**src/rtl/bcd_scan_pkg.sv**
```systemverilog
// Shared widths, blank code and BCD-to-decimal decode for the scanned BCD display path.
package bcd_scan_pkg;

  localparam int unsigned BCD_W = 4;
  localparam int unsigned DEC_W = 10;

  localparam logic [DEC_W-1:0] O_BLANK = 10'h3FF;

  typedef logic [BCD_W-1:0] bcd_t;

  // Active-low one-of-ten decode; codes 10..15 light nothing, like the SN74145.
  function automatic logic [DEC_W-1:0] bcd_to_dec_n(input bcd_t code);
    if (code > 4'd9) return O_BLANK;
    return ~(DEC_W'(1) << code);
  endfunction

endpackage

```
**src/rtl/scan_timer.sv**
```systemverilog
// Dwell prescaler and digit index for the scan; flags dwell end, frame end and the blank cycle.
module scan_timer #(
  parameter int unsigned DIGITS   = 4,
  parameter int unsigned SCAN_DIV = 16,
  parameter int unsigned IDX_W    = (DIGITS > 1) ? $clog2(DIGITS) : 1
) (
  input  logic             clk,
  input  logic             rst_n,
  output logic [IDX_W-1:0] index,
  output logic             tc,
  output logic             wrap,
  output logic             is_blank
);

  localparam int unsigned PS_W = (SCAN_DIV > 1) ? $clog2(SCAN_DIV) : 1;

  logic [PS_W-1:0]  presc_q;
  logic [IDX_W-1:0] index_q;

  assign index    = index_q;
  assign tc       = (presc_q == PS_W'(SCAN_DIV - 1));
  assign wrap     = tc && (index_q == IDX_W'(DIGITS - 1));
  assign is_blank = (presc_q == '0);

  always_ff @(posedge clk or negedge rst_n) begin
    if (!rst_n) begin
      presc_q <= '0;
      index_q <= '0;
    end else if (tc) begin
      presc_q <= '0;
      index_q <= wrap ? '0 : IDX_W'(index_q + 1'b1);
    end else begin
      presc_q <= PS_W'(presc_q + 1'b1);
    end
  end

endmodule

```
**src/rtl/bcd_scan_decoder.sv**
```systemverilog
// Multiplexed BCD-to-decimal display driver with frame-synchronous data commit.
// Optional LEADING_ZERO_BLANK_EN: blank zero digits above the most significant non-zero digit.
module bcd_scan_decoder
  import bcd_scan_pkg::*;
#(
  parameter int unsigned DIGITS   = 4,
  parameter int unsigned SCAN_DIV = 16,
  parameter int unsigned IDX_W    = (DIGITS > 1) ? $clog2(DIGITS) : 1
) (
  input  logic                    clk,
  input  logic                    rst_n,
  input  logic                    load_valid,
  output logic                    load_ready,
  input  logic [BCD_W*DIGITS-1:0] load_data,
  output logic [DEC_W-1:0]        o,
  output logic [DIGITS-1:0]       sel,
  output logic                    bad_code,
  output logic                    frame_start
);

  bcd_t [DIGITS-1:0] load_digits;
  bcd_t [DIGITS-1:0] pend_q;
  bcd_t [DIGITS-1:0] disp_q;
  logic              pend_flag_q;

  logic [IDX_W-1:0]  index;
  logic              tc_unused;
  logic              wrap;
  logic              is_blank;
  logic              xfer_c;
  logic              bad_c;
  logic              digit_blank_c;

  scan_timer #(
    .DIGITS  (DIGITS),
    .SCAN_DIV(SCAN_DIV),
    .IDX_W   (IDX_W)
  ) u_scan_timer (
    .clk     (clk),
    .rst_n   (rst_n),
    .index   (index),
    .tc      (tc_unused),
    .wrap    (wrap),
    .is_blank(is_blank)
  );

  assign load_digits = load_data;
  assign load_ready  = ~pend_flag_q;
  assign xfer_c      = load_valid && !pend_flag_q;

  always_comb begin
    bad_c = 1'b0;
    for (int k = 0; k < int'(DIGITS); k++) begin
      if (load_digits[k] > 4'd9) bad_c = 1'b1;
    end
  end

`ifdef LEADING_ZERO_BLANK_EN
  logic [DIGITS-1:0] lz_blank_c;
  logic              nz_seen_c;

  // Walk down from the top digit; blank while every digit so far is zero. Digit 0 always shows.
  always_comb begin
    lz_blank_c = '0;
    nz_seen_c  = 1'b0;
    for (int k = int'(DIGITS) - 1; k >= 1; k--) begin
      nz_seen_c     = nz_seen_c | (disp_q[k] != '0);
      lz_blank_c[k] = !nz_seen_c;
    end
  end

  assign digit_blank_c = lz_blank_c[index];
`else
  assign digit_blank_c = 1'b0;
`endif

  // Handshake into the pending buffer; swap into the display only at frame end.
  always_ff @(posedge clk or negedge rst_n) begin
    if (!rst_n) begin
      pend_q      <= '0;
      disp_q      <= '0;
      pend_flag_q <= 1'b0;
      bad_code    <= 1'b0;
    end else begin
      bad_code <= xfer_c && bad_c;
      if (xfer_c) begin
        pend_q      <= load_digits;
        pend_flag_q <= 1'b1;
      end else if (wrap && pend_flag_q) begin
        disp_q      <= pend_q;
        pend_flag_q <= 1'b0;
      end
    end
  end

  // Output stage lags the scan state by one clock.
  always_ff @(posedge clk or negedge rst_n) begin
    if (!rst_n) begin
      o           <= O_BLANK;
      sel         <= '1;
      frame_start <= 1'b0;
    end else begin
      frame_start <= is_blank && (index == '0);
      if (is_blank) begin
        o   <= O_BLANK;
        sel <= '1;
      end else begin
        o   <= digit_blank_c ? O_BLANK : bcd_to_dec_n(disp_q[index]);
        sel <= ~(DIGITS'(1) << index);
      end
    end
  end

endmodule

```
**config.mk**
```make
export PLATFORM = sky130hd
export DESIGN_NAME = bcd_scan_decoder
export DESIGN_NICKNAME = d
export VERILOG_FILES = /design/src/rtl/bcd_scan_pkg.sv /design/src/rtl/scan_timer.sv /design/src/rtl/bcd_scan_decoder.sv
export SDC_FILE = /design/constraint.sdc
export NUM_CORES = 1
export LEC_CHECK = 0
export ABC_AREA = 1
export BUFFER_PORTS_ARGS = -buffer_cell sky130_fd_sc_hd__buf_2
export CAP_MARGIN = 20
export CORE_ASPECT_RATIO = 1.4
export CORE_MARGIN = 2
export CORE_UTILIZATION = 28
export DETAILED_ROUTE_END_ITERATION = 8
export GPL_TIMING_DRIVEN = 0
export PLACE_DENSITY_LB_ADDON = 0.15
export REMOVE_ABC_BUFFERS = 1
export SYNTH_ARGS = -nofsm -noshare
export SYNTH_HDL_FRONTEND = slang
export SYNTH_SLANG_ARGS = --single-unit
export TNS_END_PERCENT = 30
```
**constraint.sdc**
```tcl
create_clock -name clk -period 1.5 [get_ports clk]
set_clock_uncertainty 0.05 [all_clocks]
set_input_delay 0.3 -clock clk [delete_from_list [all_inputs] [get_ports clk]]
set_output_delay 0.3 -clock clk [all_outputs]
set_load 0.005 [all_outputs]
```
==> Yosys cells after proc, flatten, opt, wreduce, memory -nomap -nowiden <==
Cells that the tools add are included.
{ "word_totals": {"input_bits": 19, "regBits": 55, "elab_cells": 57, "out_inout_bits": 17} }
{ "op_classes": {"shifts": 2, "add_sub_neg": 2, "n_mux": 16, "bitwise_logic": 4, "n_lt_le_gt_ge": 6, "n_eq_ne": 2, "n_reduce_logical": 10} }
{ "ops": {"columns": ["operator", "count"], "rows": [
  ["10-bit 2-to-1 mux", 3],
  ["4-bit greater-than comparator (second input constant)", 5],
  ["4-bit 2-to-1 mux", 3],
  ["10-bit NOT", 1],
  ["1-bit by 4-bit << shifter with 10-bit output (first input constant)", 1],
  ["4-bit binary-select mux with 2-bit select", 1],
  ["1-bit 2-to-1 mux", 8],
  ["1-bit logical AND", 5],
  ["4-bit by 1-bit adder with 4-bit output (second input constant)", 1],
  ["4-bit == test (second input constant)", 1],
  ["4-bit zero test", 1],
  ["4-bit NOT", 1],
  ["1-bit by 2-bit << shifter with 4-bit output (first input constant)", 1],
  ["2-bit by 3-bit < comparator with 1-bit output (second input constant)", 1],
  ["2-bit by 1-bit adder with 2-bit output (second input constant)", 1],
  ["2-bit == test (second input constant)", 1],
  ["2-bit zero test", 1],
  ["2-bit 2-to-1 mux", 1],
  ["1-bit NOT", 2],
  ["2-bit AND reduction", 1],
  ["2-bit nonzero test", 1],
  ["1-bit zero test", 1]
]} }

==> Longest topological paths before layout <==
Gate-level depths: netlist (run 1).
{ "depth": {"word_depth": 7, "depth_mapped": 8, "depth_no_buf": 7} }

==> By module <==
From an unflattened synthesis (run 1), not the netlist that was laid out.
{ "unflattened": {"cells_unflattened": 257, "hier_area_um2": 2382.3} }
{ "by_module_without_submodules": {"columns": ["module", "seq_area_each_um2", "area_per_inst_um2", "cells_each", "n_inst"], "rows": [
  ["bcd_scan_decoder", 1243.7, 2083.2, 225, 1],
  ["scan_timer", 150.1, 299.0, 32, 1]
]} }

==> Least setup slack after synthesis (run 1) <==
No wires, ideal clock.
{ "synth_timing": {"path_type": "flip-flop to flip-flop", "startpoint": "register u_scan_timer.index_q[1], in the netlist u_scan_timer.index[1]", "endpoint": "register disp_q[10] in the netlist's numbering", "arrival_time_ps": 1147, "slack_ps": 180, "n_path_buf": 1, "setup_time_ps": 123, "path_stages_with_launch": 6, "t_required_ps": 1327, "period_less_slack_ps": 1320, "cell_sequence": "dfrtp_1 -> ha_1 -> nand2_2 -> clkbuf_2 -> o21ai_0 -> nand2_1"} }
{ "synth_via": {"elab_chain_len": 4} }
{ "synth_lines": {"columns": ["element", "line", "text"], "rows": [
  ["start: declaration", "scan_timer.sv:18", "logic [IDX_W-1:0] index_q;"],
  ["start signal: assignment", "scan_timer.sv:31", "index_q <= wrap ? '0 : IDX_W'(index_q + 1'b1);"],
  ["2-bit == test", "scan_timer.sv:22", "assign wrap = tc && (index_q == IDX_W'(DIGITS - 1));"],
  ["1-bit logical AND", "scan_timer.sv:22", null],
  ["1-bit logical AND", "bcd_scan_decoder.sv:89", "end else if (wrap && pend_flag_q) begin"],
  ["2-bit AND reduction (no source line)", null, null],
  ["end signal: assignment", "bcd_scan_decoder.sv:90", "disp_q <= pend_q;"],
  ["end: declaration", "bcd_scan_decoder.sv:23", "bcd_t [DIGITS-1:0] disp_q;"]
]} }
No other way between the ends.
A chain may end at the register's enable or synchronous reset.

==> Worst setup path after layout (run 1) <==
{ "layout_timing": {"startpoint": "register u_scan_timer.presc_q[1]", "endpoint": "register disp_q[7] in the netlist's numbering"} }
{ "layout_via": {"elab_chain_len": 4} }
{ "layout_lines": {"columns": ["element", "line", "text"], "rows": [
  ["start: declaration", "scan_timer.sv:17", "logic [PS_W-1:0] presc_q;"],
  ["start signal: assignment", "scan_timer.sv:33", "presc_q <= PS_W'(presc_q + 1'b1);"],
  ["4-bit == test", "scan_timer.sv:21", "assign tc = (presc_q == PS_W'(SCAN_DIV - 1));"],
  ["1-bit logical AND", "scan_timer.sv:22", null],
  ["1-bit logical AND", "bcd_scan_decoder.sv:89", null],
  ["2-bit AND reduction (no source line)", null, null]
]} }
No other way between the ends.

==> results.md, run 1 <==
- First-pass DRT Iterations: 4
- Max-Cap Viols: 0
- Outcome: complete, no violations
- Critical-path top delay cell: dfrtp_1
- DRC violations left: 0
- CP max stage delay: between 300 and 400 ps
- Placer Congestion: 0.697
- Critical path peak fanout: 12
- Worst Path Buf+Inv: 1
- Final Max Slew Viols: 0
- Setup TNS Final: 0 ps
- Commonest non-fill, non-tap cells in the layout: nand2_1 (71), dfrtp_1 (39), buf_2 (35), o21ai_0 (18), dfstp_2 (14)
- Placement Cell Area: 2580 µm²
- ANT cells: 0
- Max-slew headroom: 0.672
- First-pass GRT wire length: 7460 µm
- Layout cells sized above 1: 0.305
- Setup Crit Path Kind: reg -> reg
- Layout fillers: 865
- Arrival time worst endpoint: between 1500 and 2000 ps
- Die X-Extent: 80.9 µm
- Most used cell along the critical path: nand2_1
- WL final: around 4400 µm
- Clock transition at path regs: roughly 70 ps
- GRT Overall Usage: 0.107
- Port bufs: 35
- Chip Height: 112 µm
- P per Cell Area: 1020 nW/µm²
- Sequential element share of the synthesized area: 0.601
- Minimum clock period after layout: 1360 ps
- DR iter-0 viols: 33
- Worst hold slack: 161 ps
- H-tree depth: 2
- Unique masters post-synth: 24
- Final Cell Area: about 2800 µm²
- Area grow syn2layout: 22.2%
- Commonest non-fill, non-tap cell in the layout: nand2_1
- Final ANT Viol Nets: 0
- CTS tree: built
- Die area: 9040 µm²
- Tcrit/Tclk final: 0.906
- Vias in the first global route: 1,570
- Initial Util: 0.287
- Final Hold Fails: 0
- Core Area: between 8000 and 9000 µm²
- Synthesized area per cell: a little over 10 µm²
- Total gr overflow: 0
- Worst EP required: 1680 ps
- CP top delay family: simple AND/OR/NAND/NOR gates
- Yosys warning count: 0
- Antenna violations before repair: 0
- Worst-Margin Slew: 492 ps
- CTS sink cnt: 55
- VDD IR max: 492 µV
- Via density per instance: around 4.3
- Fin nets: 293
- Num CTS Buffers: 5
- # IOs: 36
- Sequence of cells on the critical path: ha_2 -> nand2_2 -> inv_4 -> nand2_8 -> nor2_4 -> nand2_1 -> nand2_1
- Reg2Reg Setup Slack: between 100 and 150 ps
- Post-DP HPWL: 3110 µm
- Via count: 1,586
- Gate Count Post-Synth: 226
- Synth Cell Area: roughly 2300 µm²
- Synthesized flop and latch total: 55
- Max Root-Sink Buffers: 2
- Clock latency on the worst-skew pair: 290 ps
- Root buffer cell: clkbuf_16
- Fmax: 736 MHz
- Type of the tightest min-delay check: in -> reg
- Site Rows: 39
- Pin count of the biggest net entering global routing: 35
- Drt wl/cell: about 12 µm
- Worst setup SP type: flip-flop
- Leakage: 0.00142 µW
- # setup viols final: 0
- Crit. End Element: flip-flop
==> cell families after synthesis <==
group	share of synthesized area
compound gates	0.0642
fa+ha+maj	0.0323
buf+inv	0.0491
flops	0.601
mux	0.0631
simple gates	0.191
==> metrics by stage <==
stage	instances	setup WS, ps	util	total power [µW]
CTS	369	11.9	0.346	2940
floorplan	219	0.753	-	1520
detailed placement	357	-334	0.319	1580
global placement	356	-339	0.316	1580
global route	371	-4.83	0.350	3020
finish	371	141	0.350	2900
==> power by group <==
part	internal [µW]	total (µW)	switching (µW)
clock	797	1340	548
combinational	26.6	68.2	41.5
sequential	1480	1480	0
==> layer usage <==
layer,global-route usage,share of wire,vias up
li1,-,-,806
met1,0.127,0.43,744
met2,0.179,0.51,30
met3,0.0276,0.037,6
met4,0.0475,0.020,0
met5,0,0,-
==> state kept, by name (all words and copies together) (netlist names) <==
signal and cells:
u_scan_timer.index 2, frame_start 1, pend_q 16, sel 4
disp_q 16, o 10, pend_flag_q 1, u_scan_timer.presc_q 4
bad_code 1
==> cell usage after synthesis, drive strengths merged <==
| cell | n | area [µm²] |
|---|---|---|
| ha | 6 | 75.1 |
| mux2 | 13 | 146 |
| dfstp | 14 | 368 |
| nor2 | 14 | 73.8 |
| a21oi | 5 | 28.8 |
| dfrtp | 41 | 1030 |
| nand3 | 12 | 60.1 |
| nand2 | 77 | 309 |
| inv | 13 | 53.8 |
| clkbuf | 1 | 5.00 |
| buf | 6 | 55.1 |
| o21ai | 24 | 120 |
==> worst paths after layout <==
check | start | to | depth (start not counted)
worst max register to register | u_scan_timer.presc_q[1] | disp_q[7] | 7
max in group asynchronous | rst_n | o[9] | 3
min in group asynchronous | rst_n | pend_q[8] | 2
worst max-delay path | u_scan_timer.presc_q[1] | disp_q[7] | 7
worst min register to register | pend_q[3] | disp_q[3] | 2
worst min-delay path | load_data[4] | pend_q[4] | 2
==> final cells by class <==
class	instances	area, µm²	area share
clock buffer	5	125	0.0441
timing repair buffer	40	228	0.0803
inverter	13	56.3	0.0199
clock inverter	3	47.5	0.0168
sequential	55	1400	0.492
multi-input combinational	153	855	0.301
tap	102	128	0.0450
==> what timing repair did <==
action                                  CTS  global route
endpoints found under the setup margin   17            17
cloned                                    1             1
pin swaps                                 2             1
endpoints found under the hold margin     9             0
hold buffers                              1             0
resized for setup                         2             5
setup buffers                             2             1
No activity file was read; power rests on OpenSTA's default activity.
==> run 2: changes to the inputs <==
--- a/config.mk
+++ b/config.mk
@@ -15,6 +15,7 @@
 export GPL_TIMING_DRIVEN = 0
 export PLACE_DENSITY_LB_ADDON = 0.15
 export REMOVE_ABC_BUFFERS = 1
+export SLEW_MARGIN = 20
 export SYNTH_ARGS = -nofsm -noshare
 export SYNTH_HDL_FRONTEND = slang
 export SYNTH_SLANG_ARGS = --single-unit
==> constraint.sdc (replaced) <==
create_clock -name clk -period 1.2 [get_ports clk]
set_clock_uncertainty 0.05 [all_clocks]
set_input_delay 0.24 -clock clk [delete_from_list [all_inputs] [get_ports clk]]
set_output_delay 0.24 -clock clk [all_outputs]
set_load 0.005 [all_outputs]
==> run 2 against run 1 <==
The flow now finishes with violations (negative setup slack). Sequential power increased by 25%. Count of clock-buffer cells in the layout unchanged. Critical path type unchanged. First-iteration DRC count increased by 76%. Total power increased by 17%. Critical endpoint is now u_scan_timer.index[1].
==> results.md, run 2 (synthesis gave the netlist of run 1 again) <==
- WL final: 4590 µm (+3.2%)
- DR iter-0 viols: 58 (+76%)
- Worst EP required: 1370 ps (-310 ps)
- First-pass DRT Iterations: 4 (unchanged)
- CTS tree: built
- # IOs: 36 (unchanged)
- # setup viols final: 31 (+31)
- Critical-path top delay cell: dfrtp_1
- Setup WS post-layout: -124 ps (-265 ps)
- Max-Cap Viols: 0 (unchanged)
- Type of the tightest min-delay check: in -> reg
- P per Cell Area: 1160 nW/µm² (+14%)
- Worst hold slack: 102 ps (-59.8 ps)
- Core Area: 8100 µm² (unchanged)
- Worst slack at placement: -616 ps (-282 ps)
- Pint: 2670 µW (+16%)
- Worst setup SP type: flip-flop
- Final Hold Fails: 0 (unchanged)
- Layout cells sized above 1: 0.332 (+0.0273)
- Failing checks: negative setup slack
- Clock transition at path regs: 70 ps (about the same)
- NetSw: 732 µW (+24%)
- Die area: 9040 µm² (unchanged)
- Outcome: complete, but fails checks
- GRT Overall Usage: 0.113 (+0.00599)
- Via count: 1,607 (+1.3%)
- CTS sink cnt: 55 (unchanged)
- Max-slew headroom: 0.674 (+0.00210)
- Chip Height: 112 µm (unchanged)
- DRC violations left: 0 (unchanged)
- Commonest non-fill, non-tap cell in the layout: nand2_1
- Net Sw Frac: 0.215 (+0.0121)
- Max Root-Sink Buffers: 2 (unchanged)
- Comb power frac: 0.024 (about the same)
- Sequence of cells on the critical path: ha_2 -> nand2_2 -> clkinv_4 -> buf_12 -> nand2_4 -> nor2_1 -> a21oi_1
- Arrival time worst endpoint: 1490 ps (-50 ps)
- Tcrit/Tclk final: 1.10 (+0.197)
- Top Registers: disp_q (16), pend_q (16), o (10)
- Hold path start: load_data[4]
- Final Max Slew Viols: 0 (unchanged)
- Antenna violations before repair: 0 (unchanged)
- Fmax: 755 MHz (+2.7%)
- H-tree depth: 2 (unchanged)
- Root buffer cell: clkbuf_16
- Dpl cells: 356 (-0.28%)
- Commonest non-fill, non-tap cells in the layout: nand2_1 (71), dfrtp_1 (37), buf_2 (30), o21ai_0 (18), dfstp_2 (14)
- CP top delay family: flip-flops
- Minimum clock period after layout: 1320 ps (-35.3 ps)
- Critical path peak fanout: 11 (-1)
- VDD IR max: 511 µV (+3.9%)
- Reg-to-reg critical path startpoint: u_scan_timer.presc_q[0]
- Reg2Reg Setup Slack: -120 ps (-260 ps)
- Final ANT Viol Nets: 0 (unchanged)
- Clock power frac: 0.430 (-0.034)
- ANT cells: 0 (unchanged)
- Non-Filler Instances: 373 (+0.54%)
- Register area: 1400 µm² (+0.18%)
- Post-layout util: 0.361 (+0.0105)
- Worst Path Buf+Inv: 2 (+1)
- Die X-Extent: 80.9 µm (unchanged)
- Via density per instance: 4.31 (+0.78%)
- Layout fillers: 866 (+0.12%)
- First-pass GRT wire length: 7830 µm (+5.0%)
- Clock latency on the worst-skew pair: 290 ps (about the same)
- Pin count of the biggest net entering global routing: 56 (+60%)
- Area grow syn2layout: 25.8%
- Placer Congestion: 0.697 (unchanged)
- Crit path from: u_scan_timer.presc_q[0]
- Crit. End Element: flip-flop
- Worst-Margin Slew: 489 ps (-3.15 ps)
- Seq pwr share: 0.546 (+0.034)
- Multi-input logic area: 911 µm² (+6.6%)
- Num CTS Buffers: 5 (unchanged)
- Leakage: 0.00145 µW (+2.1%)
- CP max stage delay: 400 ps (+30 ps)
- RSZ-0062 raised after global routing: yes
- Tot Pwr: 3400 µW (+17%)
- Site Rows: 39 (unchanged)
- Drt wl/cell: 12.3 µm (+2.6%)
- Fin nets: 295 (+0.68%)
- Post-DP HPWL: 3010 µm (-3.3%)
- Initial Util: 0.287 (unchanged)
- Vias in the first global route: 1,593 (+1.5%)
- Total gr overflow: 0 (unchanged)
- Port bufs: 35 (unchanged)
- Setup Crit Path Kind: reg -> reg
run 2: cell count changes in the layout (fill, tap and decap cells not counted), moves of 2 or more:
cell and change:
buf_2 -5, buf_6 +6, clkinvlp_4 +2, dfrtp_1 -2, dfrtp_2 +2, mux2_1 -2, mux2_4 +2, nand2_8 +2
nand3_1 -2, nand3_2 +2
run 2: layout make-up:
class	instances	share of cell area
clock inverter	3	0.00814
clock buffer	5	0.0428
timing repair buffer	41	0.0925
inverter	13	0.0219
tap	102	0.0437
sequential	55	0.479
multi-input combinational	154	0.312
run 2: power by group through the flow:
stage | clock network [µW] | registers, µW | logic (µW)
final | 1460 | 1850 | 82.4
after global routing | 1600 | 1850 | 97.5
after CTS | 1530 | 1850 | 86.2
after detailed placement | 0 | 1890 | 81.7
after global placement | 0 | 1890 | 81.0
after floorplan | 0 | 1890 | 8.80
run 2: worst register-to-register path, delay by kind of cell, from the launching register on:
kind,cells,cell delay (ps)
AO/OA/AOI/OAI,1,100
adder cells (fa/ha/maj),1,190
buffers and inverters,2,230
flip-flops,1,400
AND/OR/NAND/NOR,3,280
run 2: final timing paths:
path | cells past startpoint | to
max | 7 | u_scan_timer.index[1]
min | 2 | pend_q[4]
max reg2reg | 7 | u_scan_timer.index[1]
min reg2reg | 2 | disp_q[12]
max in group asynchronous | 2 | o[9]
min in group asynchronous | 2 | pend_q[12]
run 2: through the flow:
step	TNS [ps]	instance area (µm²)
2_1_floorplan	-4380	2260
3_3_place_gp	-23600	2560
3_5_place_dp	-13920	2570
4_1_cts	-3990	2840
5_1_grt	-6580	2920
6_report	-2890	2920
run 2: timing repair:
| item | CTS | global route |
|---|---|---|
| gates cloned | 3 | 0 |
| pin swaps | 7 | 7 |
| buffers inserted | 4 | 1 |
| gates resized for setup | 13 | 14 |
| hold endpoints to repair | 41 | 0 |
| hold buffers | 1 | 0 |
| endpoints found under the setup margin | 57 | 61 |
run 2: metal layers:
layer	share of wire	track usage	routed length [µm]	vias to the layer above
met5	0	0	0	-
met4	0.014	0.0542	63	0
met3	0.034	0.0219	158	4
met2	0.53	0.189	2440	31
met1	0.42	0.137	1930	750
li1	-	-	-	822
==> run 3: changes to the inputs <==
--- a/config.mk
+++ b/config.mk
@@ -19,4 +19,4 @@
 export SYNTH_ARGS = -nofsm -noshare
 export SYNTH_HDL_FRONTEND = slang
 export SYNTH_SLANG_ARGS = --single-unit
-export TNS_END_PERCENT = 30
+export TNS_END_PERCENT = 100
==> run 3 against run 2 <==
The run still ends with negative setup slack left. Final area up 10%. Maximum frequency down 2.6%. Highest routed layer unchanged. Via count up 6.2%. Worst hold slack worse by 0.91 ps. Final cell count up 2.9%. First-iteration DRC count down 6.9%.
==> results.md, run 3 (synthesis gave the netlist of run 1 again) <==
- Worst Path Buf+Inv: 2 (unchanged)
- Tcrit/Tclk final: 1.13 (+0.0290)
- Final Hold Fails: 0 (unchanged)
- Die X-Extent: 80.9 µm (unchanged)
- Worst EP required: 1360 ps (about the same)
- DR iter-0 viols: 54 (-6.9%)
- Max-slew headroom: 0.672 (-0.00208)
- Layout fillers: 836 (-3.5%)
- First-pass GRT wire length: 8250 µm (+5.4%)
- Final Cell Area: 3210 µm² (+10%)
- Via density per instance: 4.44 (+3.1%)
- Port bufs: 35 (unchanged)
- Met3 wire length: 167 µm (+5.7%)
- Reg-to-reg critical path startpoint: u_scan_timer.presc_q[0]
- GRT Overall Usage: 0.119 (+0.00632)
- Worst setup SP type: flip-flop
- Initial Util: 0.287 (unchanged)
- Multi-input logic area: 1080 µm² (+19%)
- Setup Crit Path Kind: reg -> reg
- Commonest non-fill, non-tap cell in the layout: nand2_1
- CTS tree: built
- Minimum clock period after layout: 1360 ps (+34.8 ps)
- Sequence of cells on the critical path: ha_2 -> nand2_2 -> clkinv_4 -> buf_12 -> nand2_4 -> nor2_1 -> a21oi_1
- Drt wl/cell: 13.0 µm (+5.9%)
- Die area: 9040 µm² (unchanged)
- RR Endpoint: u_scan_timer.index[1]
- Placement Cell Area: 2570 µm² (unchanged)
- Max Root-Sink Buffers: 2 (unchanged)
- Max-Cap Viols: 0 (unchanged)
- Crit path from: u_scan_timer.presc_q[0]
- Setup WS post-layout: -159 ps (-34.8 ps)
- First-pass DRT Iterations: 4 (unchanged)
- Wire length on met2: 2750 µm (+13%)
- Num CTS Buffers: 5 (unchanged)
- Arrival time worst endpoint: 1520 ps (+30 ps)
- Worst-Margin Slew: 492 ps (+3.12 ps)
- Crit path capture: u_scan_timer.index[1]
- Fin nets: 306 (+3.7%)
- P per Cell Area: 1060 nW/µm² (-8.9%)
- Site Rows: 39 (unchanged)
- Layout cells sized above 1: 0.447 (+0.115)
- CP top delay family: flip-flops
- H-tree depth: 2 (unchanged)
- Reg2Reg Setup Slack: -160 ps (-30 ps)
- Fmax: 736 MHz (-2.6%)
- Top Metal Used: met4
- CTS sink cnt: 55 (unchanged)
- Register area: 1400 µm² (unchanged)
- Antenna violations before repair: 0 (unchanged)
- # setup viols final: 32 (+3.2%)
- Critical path peak fanout: 11 (unchanged)
- Failing checks: negative setup slack
- Total gr overflow: 0 (unchanged)
- WL final: 5000 µm (+9.1%)
- Leakage: 0.00154 µW (+6.1%)
- Commonest non-fill, non-tap cells in the layout: nand2_1 (60), dfrtp_1 (37), buf_2 (29), o21ai_0 (14), dfstp_2 (14)
- Root buffer cell: clkbuf_16
- Met1 Wirelength: 2010 µm (+4.1%)
- Final Max Slew Viols: 0 (unchanged)
- RSZ-0062 raised after global routing: yes
- Crit. End Element: flip-flop
- Outcome: complete, but fails checks
- Reg2reg path depth: 7 (unchanged)
- Final ANT Viol Nets: 0 (unchanged)
- Area grow syn2layout: 38.5%
- Core Area: 8100 µm² (unchanged)
- Top Registers: disp_q (16), pend_q (16), o (10)
- Vias in the first global route: 1,679 (+5.4%)
- Chip Height: 112 µm (unchanged)
- Worst slack at placement: -616 ps (unchanged)
- Critical-path top delay cell: dfrtp_1
- Pin count of the biggest net entering global routing: 56 (unchanged)
- Type of the tightest min-delay check: in -> reg
- DRC violations left: 0 (unchanged)
- VDD IR max: 515 µV (+0.76%)
- Number of cells on the critical path: 7 (unchanged)
- # IOs: 36 (unchanged)
- Post-DP HPWL: 3010 µm (unchanged)
- ANT cells: 0 (unchanged)
- Clock latency on the worst-skew pair: 290 ps (about the same)
- Via count: 1,706 (+6.2%)
- CP max stage delay: 400 ps (about the same)
- Placer Congestion: 0.697 (unchanged)
- Clock transition at path regs: 70 ps (about the same)
[run 3: cell types whose count changed in the layout (fill, tap and decap cells not counted), moves of 3 or more]
cell,change
nor2_4,+3
buf_6,+5
nand2_2,+8
nand3_1,-6
nand2_4,+4
o21ai_0,-4
nand3_4,+4
inv_1,-3
ha_1,-3
nand2_1,-11
buf_4,+4
[run 3: layout make-up]
cell class,instances,share of cell area
inverters,13,0.0226
multi-input cells,155,0.336
clock inverters,3,0.00740
clock buffers,5,0.0389
repair buffers,51,0.120
well taps,102,0.0397
flip-flops and latches,55,0.435
[run 3: worst register-to-register path, cell delays in order, from the launching register on]
cell      delay (ps)
dfrtp_1          400
ha_2             190
nand2_2          100
clkinv_4          90
buf_12           140
nand2_4          140
nor2_1            60
a21oi_1          120
[run 3: worst min path at each step]
stage / end / slack, ps / startpoint / cells past startpoint
after floorplan: bad_code / -110 / rst_n / 0
after global placement: pend_q[4] / 400 / load_data[4] / 2
after detailed placement: pend_q[12] / 290 / rst_n / 1
after CTS: pend_q[4] / 100 / load_data[4] / 2
after global routing: pend_q[12] / 100 / load_data[12] / 2
final: pend_q[4] / 100 / load_data[4] / 2
[run 3: per-layer routing]
layer / vias to the layer above / GRT usage
met4: 0 / 0.0542
met1: 807 / 0.145
met3: 11 / 0.0219
li1: 847 / -
met2: 41 / 0.201
met5: - / 0
[run 3: power by group]
| group | total (µW) | leakage, µW | switching (µW) | internal [µW] |
|---|---|---|---|---|
| logic | 84.8 | 0.000777 | 55.2 | 29.6 |
| clock network | 1470 | 0.0000664 | 683 | 782 |
| registers | 1850 | 0.000697 | 0 | 1850 |
[run 3: through the flow]
stage / hold slack, ps / std cells / utilization / power, µW / setup TNS, ps
after floorplan: -106 / 219 / - / 1900 / -4380
after global placement: 404 / 356 / 0.316 / 1970 / -23600
after detailed placement: 285 / 356 / 0.317 / 1970 / -13920
after CTS: 97.9 / 379 / 0.371 / 3470 / -3950
after global routing: 100 / 384 / 0.397 / 3560 / -6610
final: 101 / 384 / 0.397 / 3400 / -3560
[run 3: repair_timing]
item | in CTS | in global routing
buffers inserted | 11 | 4
resized for setup | 43 | 37
cloned | 3 | 1
hold endpoints to repair | 41 | 0
pin swaps | 15 | 18
hold buffers | 1 | 0
endpoints found under the setup margin | 57 | 64
